[config.mk]
export PLATFORM = sky130hd
export DESIGN_NAME = slot_reel_engine
export DESIGN_NICKNAME = d
export VERILOG_FILES = /design/src/rtl/slot_reel_engine.sv
export SDC_FILE = /design/constraint.sdc
export NUM_CORES = 1
export LEC_CHECK = 0
export ABC_AREA = 1
export ABC_CLOCK_PERIOD_IN_PS = 11500
export CORE_MARGIN = 5
export CORE_UTILIZATION = 50
export CTS_CLUSTER_DIAMETER = 80
export CTS_CLUSTER_SIZE = 12
export DETAILED_ROUTE_END_ITERATION = 8
export GPL_TIMING_DRIVEN = 0
export HOLD_SLACK_MARGIN = 0.06
export PLACE_DENSITY = 0.67
export SLEW_MARGIN = 20
export SYNTH_ARGS = -nofsm -noshare
export SYNTH_HDL_FRONTEND = slang
export SYNTH_SLANG_ARGS = --single-unit
[constraint.sdc]
create_clock -name clk -period 11.5 [get_ports clk]
set_clock_uncertainty 0.05 [all_clocks]
set_input_delay 2.875 -clock clk [delete_from_list [all_inputs] [get_ports clk]]
set_output_delay 2.875 -clock clk [all_outputs]
set_load 0.02 [all_outputs]
[src/rtl/slot_reel_engine.sv]
// N-reel slot machine core: free-running digit reels stopped one per
// button press, followed by a score/jackpot report phase.
module slot_reel_engine #(
    parameter int NUM_REELS   = 3,
    parameter int DIGIT_MAX   = 9,
    parameter int BASE_PERIOD = 50000000,
    parameter int PERIOD_STEP = 7000000,
    parameter int LUCKY       = 7,
    parameter int CNT_W       = 32
) (
    input  logic                   clk,
    input  logic                   rst,
    input  logic                   btn,
    output logic [4*NUM_REELS-1:0] digits,
    output logic [NUM_REELS-1:0]   blank,
    output logic [1:0]             state,
    output logic [3:0]             score,
    output logic                   jackpot
);

    typedef enum logic [1:0] {
        IDLE   = 2'd0,
        SPIN   = 2'd1,
        REPORT = 2'd2,
        BAD    = 2'd3
    } state_e;

    state_e                 st_q, st_d;
    logic                   btn_q;
    logic                   press;
    logic [3:0]             s_q, s_d;
    logic [NUM_REELS-1:0]   run_q, run_d;
    logic [CNT_W-1:0]       cnt_q [NUM_REELS];
    logic [CNT_W-1:0]       cnt_d [NUM_REELS];
    logic [3:0]             dig_q [NUM_REELS];
    logic [3:0]             dig_d [NUM_REELS];
    logic [3:0]             score_q, score_d;
    logic                   jack_q, jack_d;
    logic [4*NUM_REELS-1:0] disp_q, disp_d;
    logic [NUM_REELS-1:0]   blank_q, blank_d;
    logic [3:0]             lucky_n;
    logic                   all_eq;

    assign press = btn & ~btn_q;

    // Score and jackpot candidates from the current (frozen) reel digits
    always_comb begin
        lucky_n = '0;
        all_eq  = 1'b1;
        for (int i = 0; i < NUM_REELS; i++) begin
            if (dig_q[i] == 4'(LUCKY)) lucky_n = lucky_n + 4'd1;
            if (dig_q[i] != dig_q[0]) all_eq = 1'b0;
        end
    end

    // Game sequencing, reel prescalers and registered display image
    always_comb begin
        st_d    = st_q;
        s_d     = s_q;
        run_d   = run_q;
        score_d = score_q;
        jack_d  = jack_q;
        for (int i = 0; i < NUM_REELS; i++) begin
            cnt_d[i] = cnt_q[i];
            dig_d[i] = dig_q[i];
        end
        unique case (st_q)
            IDLE: begin
                if (press) begin
                    st_d    = SPIN;
                    s_d     = '0;
                    run_d   = '1;
                    score_d = '0;
                    jack_d  = 1'b0;
                    for (int i = 0; i < NUM_REELS; i++) begin
                        cnt_d[i] = '0;
                        dig_d[i] = '0;
                    end
                end
            end
            SPIN: begin
                for (int i = 0; i < NUM_REELS; i++) begin
                    // A reel stopped on its wrap tick keeps the old digit
                    if (press && s_q == 4'(i)) begin
                        run_d[i] = 1'b0;
                    end else if (run_q[i]) begin
                        if (cnt_q[i] == CNT_W'(BASE_PERIOD + i * PERIOD_STEP - 1)) begin
                            cnt_d[i] = '0;
                            dig_d[i] = (dig_q[i] == 4'(DIGIT_MAX)) ? 4'd0 : dig_q[i] + 4'd1;
                        end else begin
                            cnt_d[i] = cnt_q[i] + CNT_W'(1);
                        end
                    end
                end
                if (press) begin
                    s_d = s_q + 4'd1;
                    if (s_q == 4'(NUM_REELS - 1)) begin
                        st_d    = REPORT;
                        score_d = lucky_n;
                        jack_d  = all_eq;
                    end
                end
            end
            REPORT: begin
                if (press) begin
                    st_d = IDLE;
                    for (int i = 0; i < NUM_REELS; i++) begin
                        cnt_d[i] = '0;
                        dig_d[i] = '0;
                    end
                end
            end
            default: begin
                st_d = IDLE;
                for (int i = 0; i < NUM_REELS; i++) begin
                    cnt_d[i] = '0;
                    dig_d[i] = '0;
                end
            end
        endcase

        disp_d  = '0;
        blank_d = '0;
        if (st_d == SPIN) begin
            for (int i = 0; i < NUM_REELS; i++) disp_d[4*i +: 4] = dig_d[i];
        end else if (st_d == REPORT) begin
            disp_d[3:0] = score_d;
            blank_d     = '1;
            blank_d[0]  = 1'b0;
        end
    end

    // State, reel and output registers
    always_ff @(posedge clk or posedge rst) begin
        if (rst) begin
            st_q    <= IDLE;
            btn_q   <= 1'b1;
            s_q     <= '0;
            run_q   <= '0;
            score_q <= '0;
            jack_q  <= 1'b0;
            disp_q  <= '0;
            blank_q <= '0;
            for (int i = 0; i < NUM_REELS; i++) begin
                cnt_q[i] <= '0;
                dig_q[i] <= '0;
            end
        end else begin
            st_q    <= st_d;
            btn_q   <= btn;
            s_q     <= s_d;
            run_q   <= run_d;
            score_q <= score_d;
            jack_q  <= jack_d;
            disp_q  <= disp_d;
            blank_q <= blank_d;
            for (int i = 0; i < NUM_REELS; i++) begin
                cnt_q[i] <= cnt_d[i];
                dig_q[i] <= dig_d[i];
            end
        end
    end

    assign digits  = disp_q;
    assign blank   = blank_q;
    assign state   = st_q;
    assign score   = score_q;
    assign jackpot = jack_q;

endmodule

Word level (Yosys, flattened, before mapping)
Index checks and enable logic that the tools add are counted.
{"block": "totals", "ff_bits": 138, "output_inout_bits": 22}
{"block": "op_classes", "n_addsub": 9, "n_eq_ne": 30, "n_mux": 56, "bitwise": 2, "n_reduce_logical": 15}
{"cell": "32-bit 2-to-1 mux", "n": 9}
{"cell": "96-bit one-hot mux with 2 select lines", "n": 1}
{"cell": "32-bit by 1-bit adder with 32-bit output, second input constant", "n": 3}
{"cell": "32-bit by 26-bit == test with 1-bit output, second input constant", "n": 3}
{"cell": "96-bit 2-to-1 mux", "n": 1}
{"cell": "4-bit 2-to-1 mux", "n": 20}
{"cell": "2-bit inequality test, second input constant", "n": 12}
{"cell": "12-bit one-hot mux with 2 select lines", "n": 1}
{"cell": "3-bit AND reduction", "n": 7}
{"cell": "4-bit by 1-bit adder with 4-bit output, second input constant", "n": 5}
{"cell": "4-bit one-hot mux with 2 select lines", "n": 2}
{"cell": "4-bit by 3-bit == test with 1-bit output, second input constant", "n": 3}
{"cell": "4-bit == test, second input constant", "n": 3}
{"cell": "12-bit 2-to-1 mux", "n": 1}
{"cell": "2-bit 2-to-1 mux", "n": 5}
{"cell": "1-bit 2-to-1 mux", "n": 9}
{"cell": "3-bit 2-to-1 mux", "n": 3}
{"cell": "8-bit 2-to-1 mux", "n": 1}
{"cell": "4-bit inequality test", "n": 2}
{"cell": "2-bit one-hot mux with 3 select lines", "n": 1}
{"cell": "3-bit one-hot mux with 2 select lines", "n": 1}
{"cell": "2-bit by 1-bit == test with 1-bit output, second input constant", "n": 2}
{"cell": "2-bit == test, second input constant", "n": 2}
{"cell": "4-bit by 1-bit == test with 1-bit output, second input constant", "n": 1}
{"cell": "other kinds (12)", "n": 14}

Logic depth before layout (Yosys ltp)
{"block": "depth", "word_depth": 11, "depth_mapped": 13, "depth_no_buf": 13}

Worst setup path after synthesis
No wires, ideal clock.
{"block": "synth_path", "path_type": "input -> register", "startpoint": "input port btn", "endpoint": "register cnt_q[91] (netlist name)", "setup_ns": 0.117, "arrival_time_ns": 3.856, "required_ns": 11.333, "setup_slack_ns": 7.477, "cell_stages": 9, "path_cell_list": "inv_1 nor2_4 nand3_1 a21oi_2 nor2_4 buf_6 buf_2 nand2_1 nand2_1"}
{"block": "synth_between", "elab_chain_len": 4}
{"item": "start: declaration", "line_no": "13", "text": "input logic btn,"}
{"item": "1-bit bitwise AND (*)", "line_no": "44", "text": "assign press = btn & ~btn_q;"}
{"item": "1-bit logical AND", "line_no": "84", "text": "if (press && s_q == 4'(i)) begin"}
{"item": "2-bit inequality test (no source line)"}
{"item": "3-bit AND reduction (no source line) (*)"}
{"item": "end signal: indexed assignment", "line_no": "158", "text": "cnt_q[i] <= cnt_d[i];"}
{"item": "end: declaration", "line_no": "33", "text": "logic [CNT_W-1:0] cnt_q [NUM_REELS];"}
Mark *: on every way between the ends. The rest lies on a longest branch, timed or not.
A chain may end at the register's enable or synchronous reset.

Final worst setup path
{"block": "layout_path", "startpoint": "input port btn", "endpoint": "register disp_q[0], in the netlist digits[0]"}
{"item": "1-bit bitwise AND (*)", "line_no": "44"}
{"item": "4-bit 2-to-1 mux, on equally long branches", "line_no": "95, 69"}
{"item": "4-bit one-hot mux with 2 select lines (*)", "line_no": "67", "text": "unique case (st_q)"}
{"item": "via score_d[0]", "line_no": "37", "text": "logic [3:0] score_q, score_d;"}
{"item": "4-bit 2-to-1 mux (*)", "line_no": "126", "text": "end else if (st_d == REPORT) begin"}
{"item": "4-bit 2-to-1 mux (*)", "line_no": "124", "text": "if (st_d == SPIN) begin"}
{"item": "via disp_d[0]", "line_no": "39", "text": "logic [4*NUM_REELS-1:0] disp_q, disp_d;"}
{"item": "end signal: assignment", "line_no": "155", "text": "disp_q <= disp_d;"}
{"item": "end: declaration", "line_no": "39"}
Mark *: on every way through the listed nets, which the timed path passes. The rest lies on a longest branch.

==> metrics.md <==
| Metric | Value |
|---|---|
| Worst setup SP type | `input pin` |
| CTS max path bufs | `2` |
| First-pass GRT wire length | `38220 um` |
| Layout cell share with drive strength beyond 1 | `9.675%` |
| Top post-synthesis cells by area | `dfrtp_1, nand2_1, nor2_1, inv_1, nand3_1` |
| Synthesis Warnings | `0` |
| Synth area leader | `dfrtp_1` |
| Post-DP HPWL | `16400 um` |
| Synth Flop Type | `dfrtp_1` |
| Fin nets | `1266` |
| Worst-Margin Slew | `0.6267 ns` |
| WP data arrival | `4.81 ns` |
| P per Cell Area | `190.2 mW/mm^2` |
| Top Ports | `25` |
| Post-CTS sizing | `0` |
| Max-cap viol count | `0` |
| Cell Chain, Critical Path | `clkdlybuf4s50_1, nand2_1, nor2_2, inv_1, a21oi_1, o22ai_1, nand2_1, nand2_1` |
| Clk slew on worst S/H paths | `0.07 ns` |
| Worst vdd ir | `118.2 uV` |
| Inserted Clock Buffers | `17` |
| Multi-input gate area | `0.004427 mm^2` |
| Post-synthesis cell type count | `48` |
| GRT Total Usage | `23.57%` |
| Number of synthesized flops with an enable pin | `0` |
| DRC Markers | `0` |
| Adder-cell share of the synthesized area | `2.182%` |
| Slew headroom | `58.22%` |
| Max stage delay cell, worst path | `a21oi_1` |
| Row cnt | `48` |
| Vias per Instance | `5.466` |
| Max-slew violations | `0` |
| Worst EP required | `11.78 ns` |
| Initial detailed-routing violation count | `669` |
| Sequential share of the synthesized area | `39.59%` |
| Hold Fails Final Rpt | `0` |
| Final Worst Setup Slack | `6.967 ns` |
| Clk sinks | `136` |
| Initial core utilization | `50.42%` |
| Clock Latency Late Sink | `0.44 ns` |
| Crit Path Class | `in2reg` |
| Minimum clock period | `4.533 ns` |
| Antenna violations before repair | `0` |
| Post-synth net total | `1223` |
| Gate Count Post-Synth | `1205` |
| Synthesized cell area | `0.008599 mm^2` |
| H-tree depth | `4` |
| Mux cell area share after synthesis | `0%` |
| Place WS | `6.490 ns` |
| Sum Neg Setup Slack | `0 ns` |
| FFs w/ async S/R, synth | `100.0%` |
| Final wirelength | `22560 um` |
| Worst path max stage delay | `0.52 ns` |
| Most used cell, CP | `nand2_1` |
| Post-synthesis compound-gate area fraction | `8.235%` |
| Final setup violation count | `0` |
| Max Fanout on Critical Path | `9` |
| RSZ-0062 raised after global routing | `no` |
| Crit path capture type | `flop` |
| Status | `completed` |
| DIE HEIGHT | `141.1 um` |
| Core area | `0.01706 mm^2` |
| Crit share post-route | `39.42%` |
| Final ANT Viol Nets | `0` |
| Most instantiated cells after synthesis | `nand2_1, nor2_1, inv_1` |
| Fill cells | `1662` |
| F_max | `220.6 MHz` |
| Die area | `0.01992 mm^2` |
| # port buffers | `23` |
| Syn-to-layout area delta | `14.00%` |
| Leakage | `4.488 nW` |
| Antenna diode count | `0` |
| Yosys top cell area share | `39.28%` |
| Largest family of logic cells by synthesized area | `simple AND/OR/NAND/NOR gates` |
| Syn Area/Cell | `7.137 um^2` |
| Xor/xnor share of the synthesized area | `2.954%` |
| Die Wd | `141.1 um` |
| Overflow after GRT | `0` |
| Hold buffer count at cts | `0` |
| Yosys reg bits | `136` |
| Vias | `8123` |
| TritonCTS clock tree | `built` |
| CTS root buf | `clkbuf_16` |
| Worst hold path type | `reg2reg` |
| Largest net degree at the start of global routing | `96` |
| Count leader, synth | `nand2_1` |
| Register Area | `0.003405 mm^2` |
| Setup Fix Bufs, Post-CTS | `0` |
| Post-synthesis simple-gate area fraction | `38.06%` |
| Number of global-route vias before repair | `7908` |
| RePlAce Congestion | `0.9294` |
| Initial DRT Pass Iterations | `5` |
| Post-DR wirelength/cell | `15.18 um` |
state kept, by name, indices dropped and copies added, names as in the netlist:
signal,count
blank,1
jackpot,1
score,4
s_q,4
dig_q,12
cnt_q,96
digits,12
state,2
run_q,3
btn_q,1
cell families (layout without fill, tap and decap cells):
| kind of cell | count (synthesis) | in the layout |
|---|---|---|
| flops | 136 | 136 |
| compound gates | 125 | 125 |
| fa+ha+maj | 15 | 15 |
| buf+inv | 183 | 239 |
| xor+xnor | 29 | 29 |
| simple gates | 716 | 716 |
| other cells | 1 | 1 |
per-layer routing:
layer,routed length [um],GRT usage [%],up-vias
li1,-,-,4032
met1,10510,31.96,3820
met2,10490,38.35,224
met3,1021,4.240,47
met4,544,7.649,0
met5,0,0,-
per-stage QoR:
step / hold WS (ns) / total power, mW / instances / instance area [um^2] / util [%]
floorplan: 0.3921 / 1.047 / 1205 / 8600 / -
global placement: 0.4041 / 1.247 / 1453 / 9111 / 53.42
detailed placement: 0.4180 / 1.250 / 1454 / 9146 / 53.62
CTS: 0.4363 / 1.872 / 1486 / 9803 / 57.48
global route: 0.4721 / 1.976 / 1486 / 9803 / 57.48
finish: 0.4299 / 1.865 / 1486 / 9803 / 57.48
cell usage in the layout (no fill, tap or decap), types with 13 or more instances in the layout:
cell             instances
inv_1                  148
nor2_1                 172
xor2_1                  27
o21ai_0                 46
buf_2                   13
dfrtp_1                135
nand2_1                282
a21oi_1                 44
ha_1                    15
nor3_1                  50
nand3_1                 99
clkdlybuf4s50_1         23
nand4_1                 60
clkbuf_16               17
final cells by class:
type,instances,area share [%]
well taps,225,2.872
plain buffers,23,1.634
multi-input cells,886,45.16
repair buffers,24,2.629
flip-flops and latches,136,34.73
clock buffers,19,4.620
inverters,160,6.280
clock inverters,13,2.080
critical path: cells and delay by family:
family | cells | cell delay, ns
compound gates | 2 | 0.71
simple gates | 4 | 0.58
buf+inv | 2 | 0.63
report_power, final:
part           leakage, nW  switching (mW)  internal (mW)  total [mW]
Clock                0.323           0.234          0.381       0.615
Sequential            1.86          0.0624          0.542       0.604
Combinational         2.31           0.455          0.190       0.645
Total                 4.49           0.752           1.11        1.86
worst paths after layout:
| path | depth (start not counted) | start | endpoint | slack (ns) |
|---|---|---|---|---|
| max | 8 | btn | digits[0]$_DFF_PP0_ | 6.97 |
| min | 2 | run_q[1]$_DFFE_PP0P_ | run_q[1]$_DFFE_PP0P_ | 0.43 |
| max reg2reg | 7 | state[1]$_DFF_PP0_ | digits[4]$_DFF_PP0_ | 9.29 |
| min reg2reg | 2 | run_q[1]$_DFFE_PP0P_ | run_q[1]$_DFFE_PP0P_ | 0.43 |
| max in group asynchronous | 3 | rst | btn_q$_DFF_PP1_ | 7.84 |
| min in group asynchronous | 2 | rst | digits[4]$_DFF_PP0_ | 2.76 |
(Power assumes the default switching activity.)
